===== config.mk =====
export PLATFORM = sky130hd
export DESIGN_NAME = instr_fetch_unit
export DESIGN_NICKNAME = d
export VERILOG_FILES = /design/src/rtl/instr_fetch_unit.sv
export SDC_FILE = /design/constraint.sdc
export NUM_CORES = 1
export LEC_CHECK = 0
export ABC_AREA = 0
export BUFFER_PORTS_ARGS = -buffer_cell sky130_fd_sc_hd__buf_2
export CORE_UTILIZATION = 49
export CTS_CLUSTER_DIAMETER = 100
export DETAILED_ROUTE_END_ITERATION = 10
export GPL_ROUTABILITY_DRIVEN = 0
export PLACE_DENSITY = 0.86
export SLEW_MARGIN = 20
export SYNTH_ARGS = -nofsm -noshare
export SYNTH_HDL_FRONTEND = slang
export SYNTH_SLANG_ARGS = --single-unit

===== constraint.sdc =====
create_clock -name clk -period 2 [get_ports clk]
set_clock_uncertainty 0.05 [all_clocks]
set_input_delay 0.2 -clock clk [delete_from_list [all_inputs] [get_ports clk]]
set_output_delay 0.2 -clock clk [all_outputs]
set_load 0.02 [all_outputs]

===== src/rtl/instr_fetch_unit.sv =====
// Instruction fetch unit: requests a word from imem at pc, presents it to decode, follows jump/branch redirects.
// Latency: the instruction is presented the cycle after the acked edge; a single-cycle ack gives one word per 2 cycles.
// Backpressure: stall holds the presented word (and blocks the next request); a redirect overrides stall.
//
// Ports:
//   clk, rst_n                     clock, asynchronous active-low reset
//   imem_req/imem_addr             read request to instruction memory (addr = pc)
//   imem_ack/imem_rdata            memory response for the current request
//   stall                          decode cannot accept the presented instruction
//   pc_jump/jump_adr               unconditional redirect
//   branch_taken/branch_adr        resolved-branch redirect (wins over pc_jump)
//   instruction/instr_valid/pc_out word presented to decode and its fetch address
//   fetch_err                      sticky ack-timeout flag, cleared only by reset
module instr_fetch_unit #(
    parameter logic [7:0]  RESET_PC    = 8'h00,
    parameter int unsigned ACK_TIMEOUT = 15
) (
    input  logic        clk,
    input  logic        rst_n,
    output logic        imem_req,
    output logic [7:0]  imem_addr,
    input  logic        imem_ack,
    input  logic [15:0] imem_rdata,
    input  logic        stall,
    input  logic        pc_jump,
    input  logic [7:0]  jump_adr,
    input  logic        branch_taken,
    input  logic [7:0]  branch_adr,
    output logic [15:0] instruction,
    output logic        instr_valid,
    output logic [7:0]  pc_out,
    output logic        fetch_err
);

    typedef enum logic [1:0] {
        IDLE  = 2'd0,
        REQ   = 2'd1,
        VALID = 2'd2
    } state_t;

    // The counter is cleared on the edge where it would reach ACK_TIMEOUT,
    // so the comparison is against the value one below the limit.
    localparam logic [3:0] WAIT_LAST = 4'(ACK_TIMEOUT - 1);

    state_t      state_q, state_d;
    logic [7:0]  pc_q, pc_d;
    logic [15:0] instr_q, instr_d;
    logic [7:0]  pc_out_q, pc_out_d;
    logic        err_q, err_d;
    logic [3:0]  wait_q, wait_d;

    logic        redirect;
    logic [7:0]  target;

    assign redirect = branch_taken | pc_jump;
    assign target   = branch_taken ? branch_adr : jump_adr;

    always_ff @(posedge clk or negedge rst_n) begin
        if (!rst_n) begin
            state_q  <= IDLE;
            pc_q     <= RESET_PC;
            instr_q  <= 16'h0000;
            pc_out_q <= 8'h00;
            err_q    <= 1'b0;
            wait_q   <= 4'd0;
        end else begin
            state_q  <= state_d;
            pc_q     <= pc_d;
            instr_q  <= instr_d;
            pc_out_q <= pc_out_d;
            err_q    <= err_d;
            wait_q   <= wait_d;
        end
    end

    always_comb begin
        state_d  = state_q;
        pc_d     = pc_q;
        instr_d  = instr_q;
        pc_out_d = pc_out_q;
        err_d    = err_q;
        wait_d   = wait_q;

        case (state_q)
            IDLE: begin
                state_d = REQ;
                wait_d  = 4'd0;
            end
            REQ: begin
                if (redirect) begin
                    // Any data acked this cycle belongs to the abandoned path.
                    pc_d    = target;
                    state_d = REQ;
                    wait_d  = 4'd0;
                end else if (imem_ack) begin
                    instr_d  = imem_rdata;
                    pc_out_d = pc_q;
                    pc_d     = pc_q + 8'd1;
                    state_d  = VALID;
                    wait_d   = 4'd0;
                end else if (wait_q == WAIT_LAST) begin
                    // Timeout: flag it and keep requesting the same pc.
                    err_d  = 1'b1;
                    wait_d = 4'd0;
                end else begin
                    wait_d = wait_q + 4'd1;
                end
            end
            VALID: begin
                if (redirect) begin
                    pc_d    = target;
                    state_d = REQ;
                    wait_d  = 4'd0;
                end else if (!stall) begin
                    state_d = REQ;
                    wait_d  = 4'd0;
                end
            end
            default: state_d = IDLE;
        endcase
    end

    assign imem_req    = (state_q == REQ);
    assign imem_addr   = pc_q;
    assign instr_valid = (state_q == VALID);
    assign instruction = instr_q;
    assign pc_out      = pc_out_q;
    assign fetch_err   = err_q;

endmodule


# [Yosys cells after proc, flatten, opt, wreduce, memory -nomap -nowiden]
# Cells that the tools add are included.
[op_classes] add_sub_neg=2 eq_ne=6 muxes=16 bitwise=3 n_reduce_logical=8
[ops] op="$mux W8" n=4
[ops] op="$mux W4" n=5
[ops] op="$pmux W8 S2" n=1
[ops] op="$pmux W4 S3" n=1
[ops] op="$add A8 B1 Y8 const B" n=1
[ops] op="$mux W2" n=4
[ops] op="$pmux W2 S3" n=1
[ops] op="$reduce_and A3 Y1" n=2
[ops] op="$add A4 B1 Y4 const B" n=1
[ops] op="$eq A4 B4 Y1 const B" n=1
[ops] op="$reduce_and A2 Y1" n=2
[ops] op="$reduce_and A4 Y1" n=1
[ops] op="$ne A3 B1 Y1 const B" n=1
[ops] op="$ne A3 B2 Y1 const B" n=1
[ops] op="$reduce_bool A3 Y1" n=1
[ops] op="$eq A2 B1 Y1 const B" n=1
[ops] op="$eq A2 B2 Y1 const B" n=1
[ops] op="$logic_not A2 Y1" n=1
[ops] op="$ne A2 B1 Y1 const B" n=1
[ops] op="$not A1 Y1" n=2
[ops] op="$reduce_bool A2 Y1" n=1
[ops] op="$or A1 B1 Y1" n=1
[word_totals] ff_bits=39 inputBits=38 output_inout_bits=35 word_cells=41

# [Depth between registers and ports, before layout]
# Gate-level depths: netlist (run 1).
[logic_depth] depth_word=5 ltp_mapped=7 mapped_depth_nobuf=5

# [Worst setup path before layout (run 1)]
# OpenSTA, ideal clock, no wires.
[synth_timing] path_type="register to register" from="reg state_q[0]" to="reg instr_q[0] (netlist: instruction[0])" setup_time_ns=0.125 t_arrival_ns=1.464 slack_ns=0.361 stages_incl_launch_ff=7 n_path_buf=2 period_less_slack_ns=1.639 cell_sequence="dfrtp_1 -> nand2b_1 -> buf_6 -> o22ai_4 -> nand2_4 -> buf_6 -> mux2_4"
[synth_between] elab_chain_cells=2
[synth_rtl] item="start, declared" line_no="45" text="state_t state_q, state_d;"
[synth_rtl] item="start signal, assigned" line_no="67" text="state_q <= state_d;"
[synth_rtl] item="$eq A2 B1 Y1" line_no="84" text="case (state_q)"
[synth_rtl] item="$reduce_and A3 Y1 (no line)"
[synth_rtl] item="end signal, assigned" line_no="69" text="instr_q <= instr_d;"
[synth_rtl] item="end, declared" line_no="47" text="logic [15:0] instr_q, instr_d;"
# Every way passes these cells.
# A chain may end at the register's enable or synchronous reset.

# [Final worst setup path (run 1)]
[layout_timing] from="reg state_q[0]" to="reg pc_out_q[4] (netlist: pc_out[4])"
[layout_between] elab_chain_cells=2
[layout_rtl] item="$eq A2 B1 Y1" line_no="84"
[layout_rtl] item="$reduce_and A3 Y1 (no line)"
[layout_rtl] item="end signal, assigned" line_no="70" text="pc_out_q <= pc_out_d;"
[layout_rtl] item="end, declared" line_no="48" text="logic [7:0] pc_out_q, pc_out_d;"
# Every way passes these cells.

==> results of run 1 <==
==> worst max path at each step <==
stage	to	slack, ns	start
3_5_place_dp	instruction[2]$_DFFE_PN0P_	0.10	state_q[0]$_DFFE_PN0P_
2_1_floorplan	instruction[0]$_DFFE_PN0P_	0.36	state_q[0]$_DFFE_PN0P_
4_1_cts	pc_out[4]$_DFFE_PN0P_	0.1	state_q[0]$_DFFE_PN0P_
5_1_grt	instruction[5]$_DFFE_PN0P_	0.07	state_q[0]$_DFFE_PN0P_
3_3_place_gp	instruction[8]$_DFFE_PN0P_	0.16	state_q[0]$_DFFE_PN0P_
6_report	pc_out[4]$_DFFE_PN0P_	0.16	state_q[0]$_DFFE_PN0P_
==> report_power, final <==
| group | internal [mW] | switching (mW) |
|---|---|---|
| clock | 0.404 | 0.266 |
| combinational | 0.470 | 0.542 |
| sequential | 1.01 | 0.163 |
| total | 1.88 | 0.971 |
==> cell usage in the layout (no fill, tap or decap), types with 3 or more instances in the layout <==
| cell | count |
|---|---|
| nand2b_1 | 3 |
| mux2_2 | 7 |
| o21ai_0 | 7 |
| dfrtp_1 | 39 |
| a21oi_1 | 7 |
| mux2_4 | 19 |
| inv_1 | 3 |
| clkbuf_8 | 6 |
| buf_2 | 72 |
| a2bb2oi_1 | 3 |
| mux2i_1 | 10 |
| o22a_1 | 3 |
| nand3_1 | 8 |
| ha_1 | 3 |
| nand2_1 | 10 |
==> metal layers <==
layer / vias to the layer above / part of all wire
met4: 0 / 0.014
met5: - / 0
met1: 690 / 0.47
met2: 56 / 0.46
li1: 702 / -
met3: 6 / 0.053
==> logic make-up (layout without fill, tap and decap cells) <==
family	Yosys count	in the layout	share of synthesized area
compound gates	30	30	0.109
fa+ha+maj	3	3	0.0193
buf+inv	11	87	0.0347
flops	39	39	0.501
mux	36	36	0.238
simple gates	32	32	0.0977
==> sequential cells by signal (all words and copies together), names as in the netlist <==
signal	count
fetch_err	1
imem_addr	8
instruction	16
pc_out	8
state_q	2
wait_q	4
==> stage by stage <==
step | cell area (um^2) | util | instances
2_1_floorplan | 1950 | - | 151
3_3_place_gp | 2330 | 0.622 | 266
4_1_cts | 2460 | 0.656 | 275
6_report | 2470 | 0.659 | 275
5_1_grt | 2470 | 0.659 | 275
3_5_place_dp | 2330 | 0.622 | 266
==> synth_stat cells (2+ instances only) <==
library cell	number
dfrtp_1	39
mux2_4	19
mux2i_1	10
nand2_1	10
nand3_1	8
a21oi_1	7
mux2_2	7
o21ai_0	7
a2bb2oi_1	3
buf_2	3
buf_6	3
ha_1	3
inv_1	3
nand2b_1	3
o22a_1	3
a22o_1	2
a31oi_1	2
and2_1	2
o22ai_1	2
==> area by class of cell <==
| class | instances | share of cell area |
|---|---|---|
| tap | 48 | 0.0244 |
| clock buffer | 6 | 0.0335 |
| clock inverter | 2 | 0.0142 |
| inverter | 4 | 0.00609 |
| multi-input combinational | 101 | 0.370 |
| timing repair buffer | 75 | 0.156 |
| sequential | 39 | 0.396 |
==> timing repair <==
| action | in CTS | in global routing |
|---|---|---|
| endpoints found under the hold margin | 39 | 0 |
| endpoints found under the setup margin | 0 | 20 |
| gates resized for setup | 0 | 1 |
| hold buffers | 1 | 0 |
==> flow_summary.json, run 1 <==
{
  "die_x_um": 65.0,
  "synth-seq-cells": 39,
  "die_h_um": 65.0,
  "numCtsBuffers": 5,
  "dpl_worst_slack_ns": 0.104,
  "cts_root_buf": "clkbuf_8",
  "r2r_end": "pc_out[4]$_DFFE_PN0P_",
  "fin_ws_ns": 0.161,
  "yosys_warnings": 0,
  "nFillCells": 290,
  "vias_per_cell": 5.29,
  "irDropWorstVdd_uv": 461,
  "drt_pass1_iterations": 6,
  "start_util": 0.520,
  "netlist.area_leader.share": 0.501,
  "crit_family": "simple AND/OR/NAND/NOR gates",
  "hold_path_end": "state_q[0]$_DFFE_PN0P_",
  "status": "completed",
  "worstSetupStartpointType": "flip-flop",
  "vias": 1454,
  "n_antenna_cell": 0,
  "worstPathRequired_ns": 2.12,
  "setup_tns_ns": 0,
  "async_flop_share": 1.00,
  "synth_nets": 192,
  "fin_crit_sh": 0.919,
  "row_count": 22,
  "synth_edf_count": 0,
  "tightest_slew_ns": 0.484,
  "p_per_area_nw_per_um2": 1160,
  "cp.depth": 4,
  "drive_above_1_share": 0.502,
  "ff_latch_area_um2": 976,
  "use_met1": 0.277,
  "grt_first_pass_wirelength_mm": 6.27,
  "grt_usage": 0.197,
  "drtAntennaViolNets": 0,
  "io_pins": 73,
  "grt_start_max_net_pins": 40,
  "worstSetupPathType": "reg -> reg",
  "rsz0062_at_grt": "false",
  "setup_viol": 0,
  "post_cts_buffers": 0,
  "grt_pass1_vias": 1342,
  "yosys-top-cells-area": "dfrtp_1 (50%), mux2_4 (15%), mux2i_1 (5.1%)",
  "grt.busiest_layer": "met2",
  "synth.avg_cell_area_um2": 12.9,
  "cts.path.max_buffers": 2,
  "use_met3": 0.0405,
  "holdPathStages": 2,
  "synth_cell_type_count": 34,
  "path_max_fanout": 25,
  "syn_to_final_growth_pct": 26.7,
  "drc_errors": 0,
  "antenna_found_initial": 0,
  "r2r-start": "state_q[0]$_DFFE_PN0P_",
  "slew_viol_final": 0,
  "htree_num_levels": 2,
  "reg2reg_slack_ns": 0.16,
  "grt-ovfl-total": 0,
  "yosys.area.top_type": "dfrtp_1",
  "maxCapViolCount": 0,
  "hpwl_mm": 2.85,
  "end_kind": "flip-flop",
  "wl_per_cell_um": 14.3,
  "min_from": "imem_ack",
  "use_met2": 0.293,
  "dr.first_iter.drc_count": 69,
  "power_mw": 2.85,
  "hold_slack_ns": 0.0795,
  "cts.reportedPaths.clkPinSlew_ns": 0.07,
  "timing.final.crit_period_ns": 1.84,
  "port_buffers": 72,
  "multi_input_area_um2": 912,
  "p_leak_nw": 1.25,
  "slew_headroom": 0.678,
  "r2r_cells": 4,
  "synth_cells": 151,
  "core_um2": 3740,
  "nets": 267,
  "clk_latency_ns": 0.29,
  "ys_seq_area_frac": 0.501,
  "synth_flop_cell": "dfrtp_1",
  "path_cells": "nand2b_1 > o22ai_4 > nand2_8 > mux2_4",
  "hold_class": "in -> reg",
  "slowest_delay_ns": 0.40,
  "fmax_mhz": 544,
  "worst_path_max_delay_cell": "dfrtp_1",
  "syn_area_um2": 1950,
  "critical_path_buf_inv_count": 0,
  "critPathArrivalTime_ns": 1.96,
  "die_area_um2": 4230,
  "routed_wl_mm": 3.94,
  "cts_tree": "yes",
  "cts_sinks": 39,
  "hold_viol": 0
}
(Power assumes the default switching activity.)
==> run 2: changes to the inputs <==
--- a/config.mk
+++ b/config.mk
@@ -7,12 +7,12 @@
 export LEC_CHECK = 0
 export ABC_AREA = 0
 export BUFFER_PORTS_ARGS = -buffer_cell sky130_fd_sc_hd__buf_2
+export CORE_ASPECT_RATIO = 1.1
 export CORE_UTILIZATION = 49
 export CTS_CLUSTER_DIAMETER = 100
 export DETAILED_ROUTE_END_ITERATION = 10
 export GPL_ROUTABILITY_DRIVEN = 0
 export PLACE_DENSITY = 0.86
-export SLEW_MARGIN = 20
 export SYNTH_ARGS = -nofsm -noshare
 export SYNTH_HDL_FRONTEND = slang
 export SYNTH_SLANG_ARGS = --single-unit
==> run 2 against run 1 <==
Maximum frequency is 0.17% lower. First-iteration DRC count shrank 4.3%. Count of clock-buffer cells in the layout did not move. Sequential share of layout area is 0.45 points higher. Global-route usage grew 0.77 points. Critical path depth unchanged. Worst hold slack worse by 0.017 ns. Cell count up 0.36%. Largest power group unchanged.
==> flow_summary.json, run 2 (synthesis results as in run 1) <==
{
  "hpwl_mm": 3.00,
  "min_from": "imem_ack",
  "path_max_fanout": 25,
  "fmax_mhz": 543,
  "slew_headroom": 0.447,
  "multi_input_area_um2": 912,
  "tightest_slew_ns": 0.829,
  "mostFrequentLayoutCells": "buf_2 (72), dfrtp_1 (39), mux2_4 (19)",
  "post_cts_buffers": 0,
  "dr.first_iter.drc_count": 66,
  "worst_path_max_delay_cell": "dfrtp_1",
  "instances_no_fill": 276,
  "hold_viol": 0,
  "crit_family": "simple AND/OR/NAND/NOR gates",
  "maxCapViolCount": 0,
  "htree_num_levels": 2,
  "n_antenna_cell": 0,
  "power_mw": 2.72,
  "p_leak_nw": 1.23,
  "r2r-start": "state_q[0]$_DFFE_PN0P_",
  "core_um2": 3710,
  "rsz0062_at_grt": "false",
  "port_buffers": 72,
  "grt_start_max_net_pins": 40,
  "crit_start": "state_q[0]$_DFFE_PN0P_",
  "setup_tns_ns": 0,
  "wl_per_cell_um": 14.5,
  "grt-ovfl-total": 0,
  "worstSetupPathType": "reg -> reg",
  "nFillCells": 301,
  "syn_to_final_growth_pct": 25.3,
  "routed_wl_mm": 4.00,
  "grt_pass1_vias": 1325,
  "drive_above_1_share": 0.500,
  "cts.reportedPaths.clkPinSlew_ns": 0.07,
  "worstPathRequired_ns": 2.12,
  "worstSetupStartpointType": "flip-flop",
  "row_count": 23,
  "dp.cells": 268,
  "die_h_um": 68.1,
  "setup_viol": 0,
  "die_x_um": 62.1,
  "start_util": 0.524,
  "antenna_found_initial": 0,
  "die_area_um2": 4230,
  "numCtsBuffers": 5,
  "irDropWorstVdd_uv": 406,
  "drt_pass1_iterations": 4,
  "cts.path.max_buffers": 2,
  "vias_per_cell": 5.36,
  "grt_usage": 0.205,
  "fin_crit_sh": 0.921,
  "final_common_cell": "buf_2",
  "cts_root_buf": "clkbuf_8",
  "critical_path_buf_inv_count": 0,
  "io_pins": 73,
  "largest_reg_flops": 16,
  "hold_class": "in -> reg",
  "critPathArrivalTime_ns": 1.96,
  "cts_tree": "yes",
  "status": "completed",
  "ff_latch_area_um2": 976,
  "vias": 1479,
  "cts_sinks": 39,
  "end_kind": "flip-flop",
  "hold_slack_ns": 0.0624,
  "grt_first_pass_wirelength_mm": 6.49,
  "drtAntennaViolNets": 0,
  "path_cells": "nand2b_1 > o22ai_4 > nand2_8 > mux2_4",
  "clk_latency_ns": 0.29,
  "slew_viol_final": 0,
  "slowest_delay_ns": 0.41,
  "timing.final.crit_period_ns": 1.84,
  "drc_errors": 0,
  "p_per_area_nw_per_um2": 1110,
  "nets": 267
}
-- run 2: cell type report --
| class | instances | share of cell area |
|---|---|---|
| Tap cell | 50 | 0.0257 |
| Inverter | 4 | 0.00616 |
| Multi-Input combinational cell | 101 | 0.374 |
| Clock inverter | 1 | 0.00205 |
| Clock buffer | 6 | 0.0339 |
| Sequential cell | 39 | 0.400 |
| Timing Repair Buffer | 75 | 0.158 |
-- run 2: power breakdown --
part	switching, mW	internal [mW]	leakage (nW)
clock network	0.262	0.270	0.0470
logic	0.540	0.469	0.719
registers	0.168	1.01	0.468
total	0.970	1.75	1.23
-- run 2: stage by stage --
stage / area (um^2) / util / setup slack (ns)
4_1_cts: 2430 / 0.655 / 0.0625
3_5_place_dp: 2330 / 0.628 / 0.0696
2_1_floorplan: 1950 / - / 0.361
5_1_grt: 2440 / 0.657 / 0.0122
3_3_place_gp: 2330 / 0.628 / 0.161
6_report: 2440 / 0.657 / 0.158
-- run 2: worst paths after layout --
path,slack (ns),to,cells after the start
min reg2reg,0.42,fetch_err$_DFFE_PN0P_,1
min in group asynchronous,0.49,fetch_err$_DFFE_PN0P_,2
max,0.16,instruction[9]$_DFFE_PN0P_,4
max reg2reg,0.16,instruction[9]$_DFFE_PN0P_,4
min,0.06,state_q[0]$_DFFE_PN0P_,2
max in group asynchronous,0.88,instruction[8]$_DFFE_PN0P_,2
-- run 2: what timing repair did --
| action | in CTS | in global routing |
|---|---|---|
| endpoints found under the hold margin | 39 | 0 |
| hold buffers | 1 | 0 |
| endpoints found under the setup margin | 0 | 24 |
| gates resized for setup | 0 | 1 |
-- run 2: layer usage --
layer / part of all wire / GRT usage / vias to the layer above
met2: 0.50 / 0.326 / 44
met1: 0.43 / 0.264 / 727
met4: 0.016 / 0.0930 / 0
li1: - / - / 702
met3: 0.057 / 0.0583 / 6
met5: 0 / 0 / -
